[src/rtl/microondas_pkg.sv]
`default_nettype none
// ============================================================================
// Module      : microondas_pkg
// Description : Shared types and constants for the microwave timer entry path
// Revision    : 1.0 - initial release
// ============================================================================
package microondas_pkg;

  localparam int DIGIT_W      = 4;
  localparam int MAX_DIGITS   = 4;
  localparam int SEC_TENS_MAX = 5;
  localparam int MIN_MAX      = 99;

  typedef logic [DIGIT_W-1:0] bcd_t;

  typedef enum logic [2:0] {
    IDLE  = 3'd0,
    ENTRY = 3'd1,
    NORM  = 3'd2,
    LOAD  = 3'd3,
    RUN   = 3'd4
  } state_t;

  // Keypad codes 0-9 are digits; anything above is a function key we ignore
  function automatic logic is_digit(input logic [3:0] code);
    return (code < 4'd10);
  endfunction

endpackage
`default_nettype wire

[src/rtl/time_normalizer.sv]
`default_nettype none
// ============================================================================
// Module      : time_normalizer
// Description : Combinational mm:ss BCD normalise; seconds tens above 5 are
//               folded into one extra minute, saturating at 99:59
// Revision    : 1.0 - initial release
// ============================================================================
module time_normalizer
  import microondas_pkg::*;
(
  input  logic [DIGIT_W-1:0] i_min_tens,
  input  logic [DIGIT_W-1:0] i_min_ones,
  input  logic [DIGIT_W-1:0] i_sec_tens,
  input  logic [DIGIT_W-1:0] i_sec_ones,
  output logic [DIGIT_W-1:0] o_min_tens,
  output logic [DIGIT_W-1:0] o_min_ones,
  output logic [DIGIT_W-1:0] o_sec_tens,
  output logic [DIGIT_W-1:0] o_sec_ones,
  output logic               o_overflow
);

  localparam bcd_t c_SEC_TENS_MAX = bcd_t'(SEC_TENS_MAX);
  localparam bcd_t c_SEC_WRAP     = bcd_t'(SEC_TENS_MAX + 1);
  localparam bcd_t c_MIN_TENS_MAX = bcd_t'(MIN_MAX / 10);
  localparam bcd_t c_MIN_ONES_MAX = bcd_t'(MIN_MAX % 10);
  localparam bcd_t c_NINE         = bcd_t'(9);

  logic w_sec_over;
  logic w_min_at_max;

  assign w_sec_over   = (i_sec_tens > c_SEC_TENS_MAX);
  assign w_min_at_max = (i_min_tens == c_MIN_TENS_MAX) && (i_min_ones == c_MIN_ONES_MAX);

  // Fold excess seconds into minutes with a BCD carry, or saturate at the top
  always_comb begin
    o_min_tens = i_min_tens;
    o_min_ones = i_min_ones;
    o_sec_tens = i_sec_tens;
    o_sec_ones = i_sec_ones;
    o_overflow = 1'b0;
    if (w_sec_over) begin
      o_overflow = 1'b1;
      if (w_min_at_max) begin
        o_min_tens = c_MIN_TENS_MAX;
        o_min_ones = c_MIN_ONES_MAX;
        o_sec_tens = c_SEC_TENS_MAX;
        o_sec_ones = c_NINE;
      end else begin
        o_sec_tens = i_sec_tens - c_SEC_WRAP;
        if (i_min_ones == c_NINE) begin
          o_min_ones = '0;
          o_min_tens = i_min_tens + bcd_t'(1);
        end else begin
          o_min_ones = i_min_ones + bcd_t'(1);
        end
      end
    end
  end

endmodule
`default_nettype wire

[src/rtl/time_entry_loader.sv]
`default_nettype none
// ============================================================================
// Module      : time_entry_loader
// Description : Keypad mm:ss entry, normalise, one-cycle loadn into the timer
//               counter chain, then wait for zero or cancel
// Revision    : 1.0 - initial release
// ============================================================================
module time_entry_loader
  import microondas_pkg::*;
(
  input  logic               clk,
  input  logic               clearn,
  input  logic               key_valid,
  input  logic [3:0]         key_code,
  input  logic               start,
  input  logic               cancel,
  input  logic               timer_zero,
  output logic [DIGIT_W-1:0] min_tens,
  output logic [DIGIT_W-1:0] min_ones,
  output logic [DIGIT_W-1:0] sec_tens,
  output logic [DIGIT_W-1:0] sec_ones,
  output logic               loadn,
  output logic               counting,
  output logic               sec_overflow,
  output logic               entry_full
);

  localparam logic [2:0] c_MAX_CNT = 3'(MAX_DIGITS);

  state_t            r_state;
  bcd_t              r_mt, r_mo, r_st, r_so;
  logic [2:0]        r_count;
  logic              r_loadn;
  logic              r_counting;
  logic              r_sec_ovf;
  logic              r_first_run;

  bcd_t              w_n_mt, w_n_mo, w_n_st, w_n_so;
  logic              w_n_ovf;
  logic              w_key_ok;
  logic              w_nonzero;
  logic              w_go_idle;

  time_normalizer u_norm (
    .i_min_tens (r_mt),
    .i_min_ones (r_mo),
    .i_sec_tens (r_st),
    .i_sec_ones (r_so),
    .o_min_tens (w_n_mt),
    .o_min_ones (w_n_mo),
    .o_sec_tens (w_n_st),
    .o_sec_ones (w_n_so),
    .o_overflow (w_n_ovf)
  );

  assign w_key_ok  = key_valid && is_digit(key_code);
  assign w_nonzero = |{r_mt, r_mo, r_st, r_so};

  // Abort back to IDLE: cancel outranks everything; timer_zero is trusted only
  // after the first RUN cycle, since the counters may not show the load yet
  always_comb begin
    w_go_idle = 1'b0;
    if (r_state != IDLE && cancel) begin
      w_go_idle = 1'b1;
    end else if (r_state == RUN && timer_zero && !r_first_run) begin
      w_go_idle = 1'b1;
    end
  end

  // Entry / load / run sequencer with all outputs registered
  always_ff @(posedge clk) begin
    if (!clearn) begin
      r_state     <= IDLE;
      r_mt        <= '0;
      r_mo        <= '0;
      r_st        <= '0;
      r_so        <= '0;
      r_count     <= '0;
      r_loadn     <= 1'b1;
      r_counting  <= 1'b0;
      r_sec_ovf   <= 1'b0;
      r_first_run <= 1'b0;
    end else if (w_go_idle) begin
      r_state     <= IDLE;
      r_mt        <= '0;
      r_mo        <= '0;
      r_st        <= '0;
      r_so        <= '0;
      r_count     <= '0;
      r_loadn     <= 1'b1;
      r_counting  <= 1'b0;
      r_sec_ovf   <= 1'b0;
      r_first_run <= 1'b0;
    end else begin
      case (r_state)
        IDLE: begin
          if (!start && w_key_ok) begin
            r_mt    <= '0;
            r_mo    <= '0;
            r_st    <= '0;
            r_so    <= key_code;
            r_count <= 3'd1;
            r_state <= ENTRY;
          end
        end
        ENTRY: begin
          if (start) begin
            // An all-zero time is not a valid cook request
            if (w_nonzero) begin
              r_state <= NORM;
            end
          end else if (w_key_ok && (r_count < c_MAX_CNT)) begin
            r_mt    <= r_mo;
            r_mo    <= r_st;
            r_st    <= r_so;
            r_so    <= key_code;
            r_count <= r_count + 3'd1;
          end
        end
        NORM: begin
          r_mt      <= w_n_mt;
          r_mo      <= w_n_mo;
          r_st      <= w_n_st;
          r_so      <= w_n_so;
          r_sec_ovf <= r_sec_ovf | w_n_ovf;
          r_loadn   <= 1'b0;
          r_state   <= LOAD;
        end
        LOAD: begin
          r_loadn     <= 1'b1;
          r_counting  <= 1'b1;
          r_first_run <= 1'b1;
          r_state     <= RUN;
        end
        RUN: begin
          r_first_run <= 1'b0;
        end
        default: begin
          r_state    <= IDLE;
          r_loadn    <= 1'b1;
          r_counting <= 1'b0;
        end
      endcase
    end
  end

  assign min_tens     = r_mt;
  assign min_ones     = r_mo;
  assign sec_tens     = r_st;
  assign sec_ones     = r_so;
  assign loadn        = r_loadn;
  assign counting     = r_counting;
  assign sec_overflow = r_sec_ovf;
  assign entry_full   = (r_count == c_MAX_CNT);

endmodule
`default_nettype wire
[config.mk]
export PLATFORM = sky130hd
export DESIGN_NAME = time_entry_loader
export DESIGN_NICKNAME = d
export VERILOG_FILES = /design/src/rtl/microondas_pkg.sv /design/src/rtl/time_normalizer.sv /design/src/rtl/time_entry_loader.sv
export SDC_FILE = /design/constraint.sdc
export NUM_CORES = 1
export LEC_CHECK = 0
export BUFFER_PORTS_ARGS = -buffer_cell sky130_fd_sc_hd__buf_2
export CELL_PAD_IN_SITES_DETAIL_PLACEMENT = 1
export CELL_PAD_IN_SITES_GLOBAL_PLACEMENT = 2
export CORE_MARGIN = 2
export CORE_UTILIZATION = 31
export CTS_BUF_LIST = sky130_fd_sc_hd__clkbuf_2
export CTS_CLUSTER_DIAMETER = 120
export DETAILED_ROUTE_END_ITERATION = 10
export GPL_TIMING_DRIVEN = 0
export PLACE_DENSITY = 0.75
export RECOVER_POWER = 25
export SYNTH_ARGS = -nofsm -noshare
export SYNTH_HDL_FRONTEND = slang
export SYNTH_SLANG_ARGS = --single-unit
[constraint.sdc]
create_clock -name clk -period 1.8 [get_ports clk]
set_clock_uncertainty 0.05 [all_clocks]
set_input_delay 0.27 -clock clk [delete_from_list [all_inputs] [get_ports clk]]
set_output_delay 0.27 -clock clk [all_outputs]
set_load 0.005 [all_outputs]
==> impl_metrics.py, run 1 <==
metrics = {
    "status": {
        "status": "finished, final reports clean",
    },
    "critical_path": {
        "critical_path.startpoint_type": "register",
        "path_cells": "or4_4 > buf_12 > a211oi_2 > o221a_2",
        "slowest_delay_ns": 0.55,
        "worst_setup_path_end_kind": "register",
        "critPathSlowestCell": "or4_4",
        "arrival_ns": 2.03,
        "required_ns": 2.13,
        "crit_fanout": 7,
        "path_class": "register to register",
    },
    "finish": {
        "fin_nets": 253,
        "n_fill_cell": 637,
        "ff_latch_area_um2": 541.8,
        "syn_to_final_growth_pct": 27.28,
        "diodes": 0,
        "final_common_cell": "buf_2",
        "multi_input_area_um2": 1160,
        "drive_above_1_share_pct": 30.90,
        "final_area_um2": 2113,
        "final_cell_mix": "26 x buf_2, 19 x dfxtp_1, 16 x nand3_1",
    },
    "synthesis": {
        "syn-num-nets": 215,
        "ys_seq_elements": 26,
        "ys_warn_count": 0,
        "synth_cell_types": 50,
        "synth_top_cell_by_area": "dfxtp_1",
        "syn_area_per_cell_um2": 8.471,
        "netlist_instances": 196,
        "seq_area_frac_synth_pct": 31.35,
        "ys_async_sr_fraction_pct": 0,
        "syn-cell-area_um2": 1660,
        "synth_edf_count": 0,
        "synth_top_area_share_pct": 31.35,
        "yosys-top-cells-area": "dfxtp_1 31%, ha_1 6.8%, nand3_1 4.8%",
        "ys.flop_type": "dfxtp_1",
    },
    "routing": {
        "drtIter0Drc": 61,
        "wl_met2_mm": 2.660,
        "dr.pass1.iters": 4,
        "totalWireLength_mm": 5.491,
        "vias": 1665,
        "drc_errors": 0,
        "wl_met3_um": 124,
        "dr.max_layer_used": "met4",
        "wire_per_inst_um": 18.12,
        "ant_nets": 0,
        "met1_length_mm": 2.644,
        "routed_via_density": 5.495,
    },
    "placed_design": {
        "port-buffer-count": 28,
        "place.gp.congestion": 0.7695,
        "dp_slack_ns": -0.4783,
        "place_hpwl_mm": 3.872,
        "placed_area_um2": 1888,
    },
    "die": {
        "die-area_um2": 5958,
        "die_h_um": 77.19,
        "fp.dieW_um": 77.19,
        "rows": 26,
        "io_pins": 30,
        "fp.coreArea_um2": 5140,
        "start_util_pct": 32.30,
    },
    "cts": {
        "root_buffer": "clkbuf_2",
        "cts_tree": "built",
        "cts_max_level": 1,
        "cts_made_buffers": 3,
        "cts_sinks": 26,
        "clock_path_buffers": 2,
        "clkLatencyLatePin_ns": 0.39,
        "clk_pin_slew_ns": 0.29,
    },
    "grt": {
        "grt_overflow": 0,
        "antenna_found_initial": 0,
        "grt_max_degree": 15,
        "grt_pass1_wl_mm": 8.949,
        "grt_pass1_vias": 1661,
        "grt_usage_pct": 18.94,
    },
    "sta": {
        "finalMaxSlewViolations": 0,
        "tightest_slew_ns": 0.5401,
        "finalCriticalPeriod_ns": 1.705,
        "finalSetupViolCount": 0,
        "hold_viol_final": 0,
        "slew_headroom_pct": 63.99,
        "rsz0062_at_grt": "no",
        "fin_ws_ns": 0.09527,
        "fmax_mhz": 586.6,
        "fin_crit_sh_pct": 94.71,
    },
    "power_and_ir_drop": {
        "power_density_nw_per_um2": 900.4,
        "p_leak_nw": 0.8482,
        "fin_total_pwr_mw": 1.903,
        "max-vdd-ir-drop_v": 0.0005010,
    },
    "flow_run": {
        "cap_violations": 0,
    },
    "hold_path": {
        "min_path_type": "primary input to register",
    },
}
path summary, 6_finish.rpt:
path | depth (start not counted) | startpoint | to | slack [ns]
min | 2 | key_code[0] | sec_ones[0] | 0.06
max reg2reg | 4 | r_count[2] | sec_ones[0] | 0.1
min reg2reg | 2 | r_count[1] | r_count[1] | 0.44
max | 4 | r_count[2] | sec_ones[0] | 0.1
logic make-up after synthesis:
group           share of synthesized area [%]
fa+ha+maj                               6.782
buf+inv                                 5.425
mux                                     4.220
simple gates                            24.72
flops                                   31.35
compound gates                          25.92
xor+xnor                                1.583
registers in the layout (all words and copies together) (netlist names):
register and count:
counting 1, loadn 1, min_ones 4, min_tens 4, r_count 3, r_first_run 1, r_state 3, sec_ones 4
sec_overflow 1, sec_tens 4
worst max-delay path, delay by kind of cell (launching register included):
kind | cells | cell delay (ns)
simple gates | 1 | 0.55
compound gates | 2 | 0.54
flops | 1 | 0.41
buf+inv | 1 | 0.16
area by class of cell:
cell class	count	area share, %
multi-input combinational	149	54.88
sequential	26	25.64
timing repair buffer	37	10.24
tap	70	4.144
buffer	9	2.783
inverter	8	1.421
clock buffer	3	0.7105
clock inverter	1	0.1776
metrics by stage:
| stage | util [%] | hold slack, ns | cells | setup TNS, ns |
|---|---|---|---|---|
| after CTS | 39.24 | 0.06231 | 299 | 0 |
| after floorplan | - | 0.3889 | 196 | 0 |
| after global routing | 41.11 | 0.03809 | 303 | 0 |
| final | 41.11 | 0.05908 | 303 | 0 |
| after global placement | 36.73 | 0.4045 | 294 | -7.289 |
| after detailed placement | 36.73 | 0.4190 | 294 | -7.423 |
power breakdown:
part	switching, mW	internal [mW]
clock network	0.199	0.0482
logic	0.501	0.405
registers	0.0987	0.651
total	0.799	1.10
per-layer routing:
metal	global-route usage, %	vias to the layer above
met3	3.412	4
met2	30.96	24
met4	3.929	0
li1	-	808
met5	0	-
met1	26.02	829
Yosys cell counts, drive strengths merged, types with 2 or more instances:
master	count
nand2	14
o21ai	6
nor3b	2
nor2	10
inv	8
a211oi	8
a32o	2
nor4b	4
a21o	3
o211ai	6
nor2b	3
clkbuf	8
dfxtp	26
ha	9
a21boi	2
o21a	3
nand4	2
buf	5
nand3b	2
nor4	2
mux2i	7
o211a	3
xnor2	3
o32ai	2
a21oi	8
o221a	2
and3b	2
and2	6
a22o	2
nor3	4
nand3	16
a41oi	2
timing repair:
item / in CTS / in global routing
hold buffers: 0 / 0
buffers inserted: 5 / 4
pin swaps: 1 / 5
setup endpoints to repair: 25 / 15
resized for setup: 26 / 18
Power figures use the tool's default switching activity.
==> inputs of run 2 (changes only) <==
- CTS_BUF_LIST: sky130_fd_sc_hd__clkbuf_2 -> sky130_fd_sc_hd__clkbuf_4
- SLEW_MARGIN: unset -> 20
==> run 2 against run 1 <==
Utilization down 0.097 points. Combinational power hardly changed. Worst hold slack gained 0.076 ns. Flip-flop and latch count stayed put. Total power rose by 1.2%.
==> impl_metrics.py, run 2 (synthesis results as in run 1) <==
metrics = {
    "status": {
        "status": "finished, final reports clean",
    },
    "grt": {
        "grt_overflow": 0,
        "grt_pass1_wl_mm": 8.997,
        "antenna_found_initial": 0,
        "grt_max_degree": 15,
        "grt_usage_pct": 18.96,
        "grt_pass1_vias": 1665,
    },
    "routing": {
        "routed_via_density": 5.460,
        "drc_errors": 0,
        "drtIter0Drc": 87,
        "dr.pass1.iters": 4,
        "totalWireLength_mm": 5.498,
        "vias": 1649,
        "wire_per_inst_um": 18.21,
        "ant_nets": 0,
    },
    "power_and_ir_drop": {
        "max-vdd-ir-drop_v": 0.0004640,
        "fin_total_pwr_mw": 1.925,
        "p_leak_nw": 0.8504,
        "power_density_nw_per_um2": 913.3,
    },
    "critical_path": {
        "r2r_start": "r_state[0]",
        "critical_path.startpoint_type": "register",
        "crit_fanout": 10,
        "cp-startpoint": "r_state[0]",
        "required_ns": 2.02,
        "arrival_ns": 1.96,
        "path_class": "register to register",
        "worst_setup_path_end_kind": "register",
    },
    "finish": {
        "diodes": 0,
        "final_common_cell": "buf_2",
        "final_cell_mix": "26 x buf_2, 19 x dfxtp_1, 16 x nand3_1",
        "drive_above_1_share_pct": 30.17,
        "fin_nets": 252,
        "n_fill_cell": 640,
        "syn_to_final_growth_pct": 26.98,
        "multi_input_area_um2": 1149,
        "ff_latch_area_um2": 534.3,
    },
    "flow_run": {
        "cap_violations": 0,
    },
    "cts": {
        "cts_tree": "built",
        "root_buffer": "clkbuf_4",
        "cts_sinks": 26,
        "clock_path_buffers": 2,
        "holdBufCountCts": 0,
        "clkLatencyLatePin_ns": 0.34,
        "cts_max_level": 1,
        "cts_made_buffers": 3,
        "clk_pin_slew_ns": 0.17,
    },
    "die": {
        "start_util_pct": 32.30,
        "die_h_um": 77.19,
        "die-area_um2": 5958,
        "io_pins": 30,
        "fp.coreArea_um2": 5140,
        "rows": 26,
        "fp.dieW_um": 77.19,
    },
    "sta": {
        "fmax_mhz": 574.3,
        "finalMaxSlewViolations": 0,
        "finalSetupViolCount": 0,
        "rsz0062_at_grt": "yes",
        "tightest_slew_ns": 0.4848,
        "slew_headroom_pct": 67.68,
        "hold_slack_ns": 0.1352,
        "fin_crit_sh_pct": 96.73,
        "finalCriticalPeriod_ns": 1.741,
        "tns_ns": 0,
        "hold_viol_final": 0,
    },
    "placed_design": {
        "place_hpwl_mm": 3.872,
        "place.gp.congestion": 0.7695,
        "port-buffer-count": 28,
    },
    "hold_path": {
        "min_from": "key_code[0]",
        "min_path_type": "primary input to register",
    },
}
-- run 2: cell types whose count changed in the layout (fill, tap and decap cells not counted), moves of 2 or more --
cell      before  now
dfxtp_4        5    2
dfxtp_2        2    5
clkbuf_4       2    4
clkbuf_2       4    2
-- run 2: final timing paths --
kind | depth (start not counted) | slack, ns | endpoint
min | 2 | 0.14 | sec_ones[0]
min reg2reg | 2 | 0.43 | r_count[1]
max reg2reg | 5 | 0.06 | r_state[0]
max | 5 | 0.06 | r_state[0]
-- run 2: power by group --
part,internal (mW),total [mW],switching (mW)
combinational,0.406,0.903,0.497
sequential,0.650,0.750,0.0996
clock,0.0813,0.272,0.191
-- run 2: layout make-up --
type	count	area share, %
multi-input combinational	149	54.48
sequential	26	25.34
timing repair buffer	36	10.50
tap	70	4.154
buffer	9	2.849
inverter	8	1.424
clock buffer	3	1.068
clock inverter	1	0.1780
-- run 2: timing repair --
action	CTS	global route
setup endpoints to repair	25	16
pin swaps	1	2
gates resized for setup	24	16
buffers inserted	5	3
-- run 2: routing by layer --
metal | routed length [µm] | track usage, % | vias up
met1 | 2665 | 26.46 | 807
li1 | - | - | 810
met5 | 0 | 0 | -
met2 | 2619 | 30.96 | 26
met3 | 134 | 3.294 | 6
met4 | 78 | 3.214 | 0
-- run 2: critical path, cell delays in order (launching register included) --
cell and delay, ns:
dfxtp_2 0.41, buf_4 0.21, nor3b_4 0.30, buf_4 0.25, a21boi_1 0.31, o21a_1 0.17
-- run 2: per-stage QoR --
stage	utilization [%]	setup WS, ns	area, µm²	std cells
floorplan	-	0.004223	1660	196
global placement	36.73	-0.4426	1888	294
detailed placement	36.73	-0.4783	1888	294
CTS	39.14	0.01174	2012	299
global route	41.02	-0.03805	2108	302
finish	41.02	0.05884	2108	302
==> inputs of run 3 (changes only) <==
- CORE_UTILIZATION: 31 -> 37
- PLACE_DENSITY: 0.75 -> 0.85
- clock period: 1.8 -> 2.15 ns (I/O delays scaled with it)
==> run 3 against run 2 <==
Worst hold slack better by 0.070 ns. Via count up 1.6%. Critical path depth unchanged. Critical path type unchanged. Register-to-register slack better by 0.04 ns. Die area down 15%. Largest cell class unchanged.
==> impl_metrics.py, run 3 (synthesis results as in run 1) <==
metrics = {
    "status": {
        "status": "finished, final reports clean",
    },
    "power_and_ir_drop": {
        "combPwrFrac_pct": 42.9,
        "p_leak_nw": 0.7862,
        "p_switching_uw": 617.9,
        "max-vdd-ir-drop_v": 0.0002885,
        "swShare_pct": 41.88,
        "seq_power_share_pct": 41.7,
        "internal_power_uw": 857.5,
        "power_frac_clock_pct": 15.4,
        "fin_total_pwr_mw": 1.475,
        "power_density_nw_per_um2": 768.7,
    },
    "finish": {
        "final_common_cell": "buf_2",
        "final_cell_mix": "27 x buf_2, 26 x dfxtp_1, 16 x nand3_1",
        "diodes": 0,
        "drive_above_1_share_pct": 19.91,
        "final_area_um2": 1919,
        "fin_nets": 247,
        "utilization_pct": 44.39,
        "syn_to_final_growth_pct": 15.60,
        "instances_no_fill": 278,
    },
    "placed_design": {
        "place_inst": 276,
        "port-buffer-count": 28,
        "place.gp.congestion": 0.8254,
        "placed_area_um2": 1866,
        "dp_slack_ns": -0.1059,
        "place_hpwl_mm": 4.044,
    },
    "die": {
        "io_pins": 30,
        "fp.dieW_um": 70.99,
        "start_util_pct": 38.40,
        "rows": 24,
        "fp.coreArea_um2": 4324,
        "die_h_um": 70.99,
        "die-area_um2": 5040,
    },
    "critical_path": {
        "reg2reg_slack_ns": 0.09,
        "path_class": "register to register",
        "worst_setup_path_end_kind": "register",
        "required_ns": 2.34,
        "crit_fanout": 7,
        "crit-reg2reg-capture": "sec_ones[3]",
        "r2r_start": "r_state[1]",
        "critical_path.startpoint_type": "register",
        "arrival_ns": 2.25,
        "worst_r2r_path_depth": 5,
    },
    "grt": {
        "grt_usage_pct": 22.22,
        "grt_pass1_wl_mm": 9.004,
        "grt_max_degree": 14,
        "antenna_found_initial": 0,
        "grt_overflow": 0,
        "grt_pass1_vias": 1768,
    },
    "flow_run": {
        "cap_violations": 0,
    },
    "sta": {
        "tns_ns": 0,
        "tightest_slew_ns": 0.5749,
        "finalMaxSlewViolations": 0,
        "finalSetupViolCount": 0,
        "hold_slack_ns": 0.2048,
        "slew_headroom_pct": 61.67,
        "fmax_mhz": 486.4,
        "hold_viol_final": 0,
        "rsz0062_at_grt": "no",
        "finalCriticalPeriod_ns": 2.056,
        "fin_crit_sh_pct": 95.62,
        "fin_ws_ns": 0.09417,
    },
    "cts": {
        "root_buffer": "clkbuf_4",
        "clk_pin_slew_ns": 0.15,
        "cts_made_buffers": 3,
        "clock_path_buffers": 2,
        "cts_tree": "built",
        "clkLatencyLatePin_ns": 0.34,
        "cts_max_level": 1,
        "cts_sinks": 26,
    },
    "routing": {
        "routed_via_density": 6.025,
        "wire_per_inst_um": 19.47,
        "dr.pass1.iters": 4,
        "vias": 1675,
        "drc_errors": 0,
        "totalWireLength_mm": 5.413,
        "drtIter0Drc": 108,
        "ant_nets": 0,
    },
    "hold_path": {
        "hold_end": "sec_ones[0]",
        "min_path_type": "primary input to register",
        "hold_depth": 2,
        "min_from": "key_code[0]",
    },
}
-- run 3: cell types whose count changed in the layout (fill, tap and decap cells not counted), sizes merged --
| cell | change |
|---|---|
| clkbuf | +2 |
| clkinv | -1 |
| buf | -7 |
-- run 3: worst max path at each step --
stage	start	endpoint	slack [ns]	cells past startpoint
6_report	r_state[1]	sec_ones[3]	0.09	5
5_1_grt	r_state[0]	r_state[1]	0.006	6
4_1_cts	r_state[0]	r_state[1]	0.02	6
3_5_place_dp	r_state[0]	r_state[1]	-0.11	5
3_3_place_gp	r_state[0]	sec_tens[2]	-0.07	6
2_1_floorplan	key_code[2]	min_tens[3]	0.30	5
-- run 3: power groups by stage --
stage	registers (mW)	logic, mW	clock network [mW]
5_1_grt	0.626	0.698	0.243
2_1_floorplan	0.603	0.407	0
6_report	0.615	0.634	0.227
4_1_cts	0.613	0.617	0.229
3_3_place_gp	0.618	0.587	0
3_5_place_dp	0.624	0.605	0
-- run 3: area by class of cell --
cell class	instances	area [µm²]
Buffer	12	60.06
Clock buffer	3	22.52
Fill cell	533	2405
Inverter	8	30.03
Multi-Input combinational cell	149	1086
Sequential cell	26	520.5
Tap cell	52	65.06
Timing Repair Buffer	28	135.1
-- run 3: worst max-delay path, stage by stage (launching register included) --
cell      delay [ns]
dfxtp_1         0.49
or3b_2          0.48
clkbuf_1        0.22
a21oi_1         0.31
a211oi_2        0.11
o221a_2         0.30
-- run 3: layer usage --
layer | track usage [%] | wire length (µm)
met1 | 29.66 | 2480
met2 | 39.04 | 2672
met3 | 1.852 | 214
met4 | 5.031 | 46
met5 | 0 | 0
-- run 3: what timing repair did --
action,in CTS,in global routing
setup buffers,0,0
hold buffers,0,0
setup endpoints to repair,11,25
gates resized for setup,2,10
gates cloned,0,0
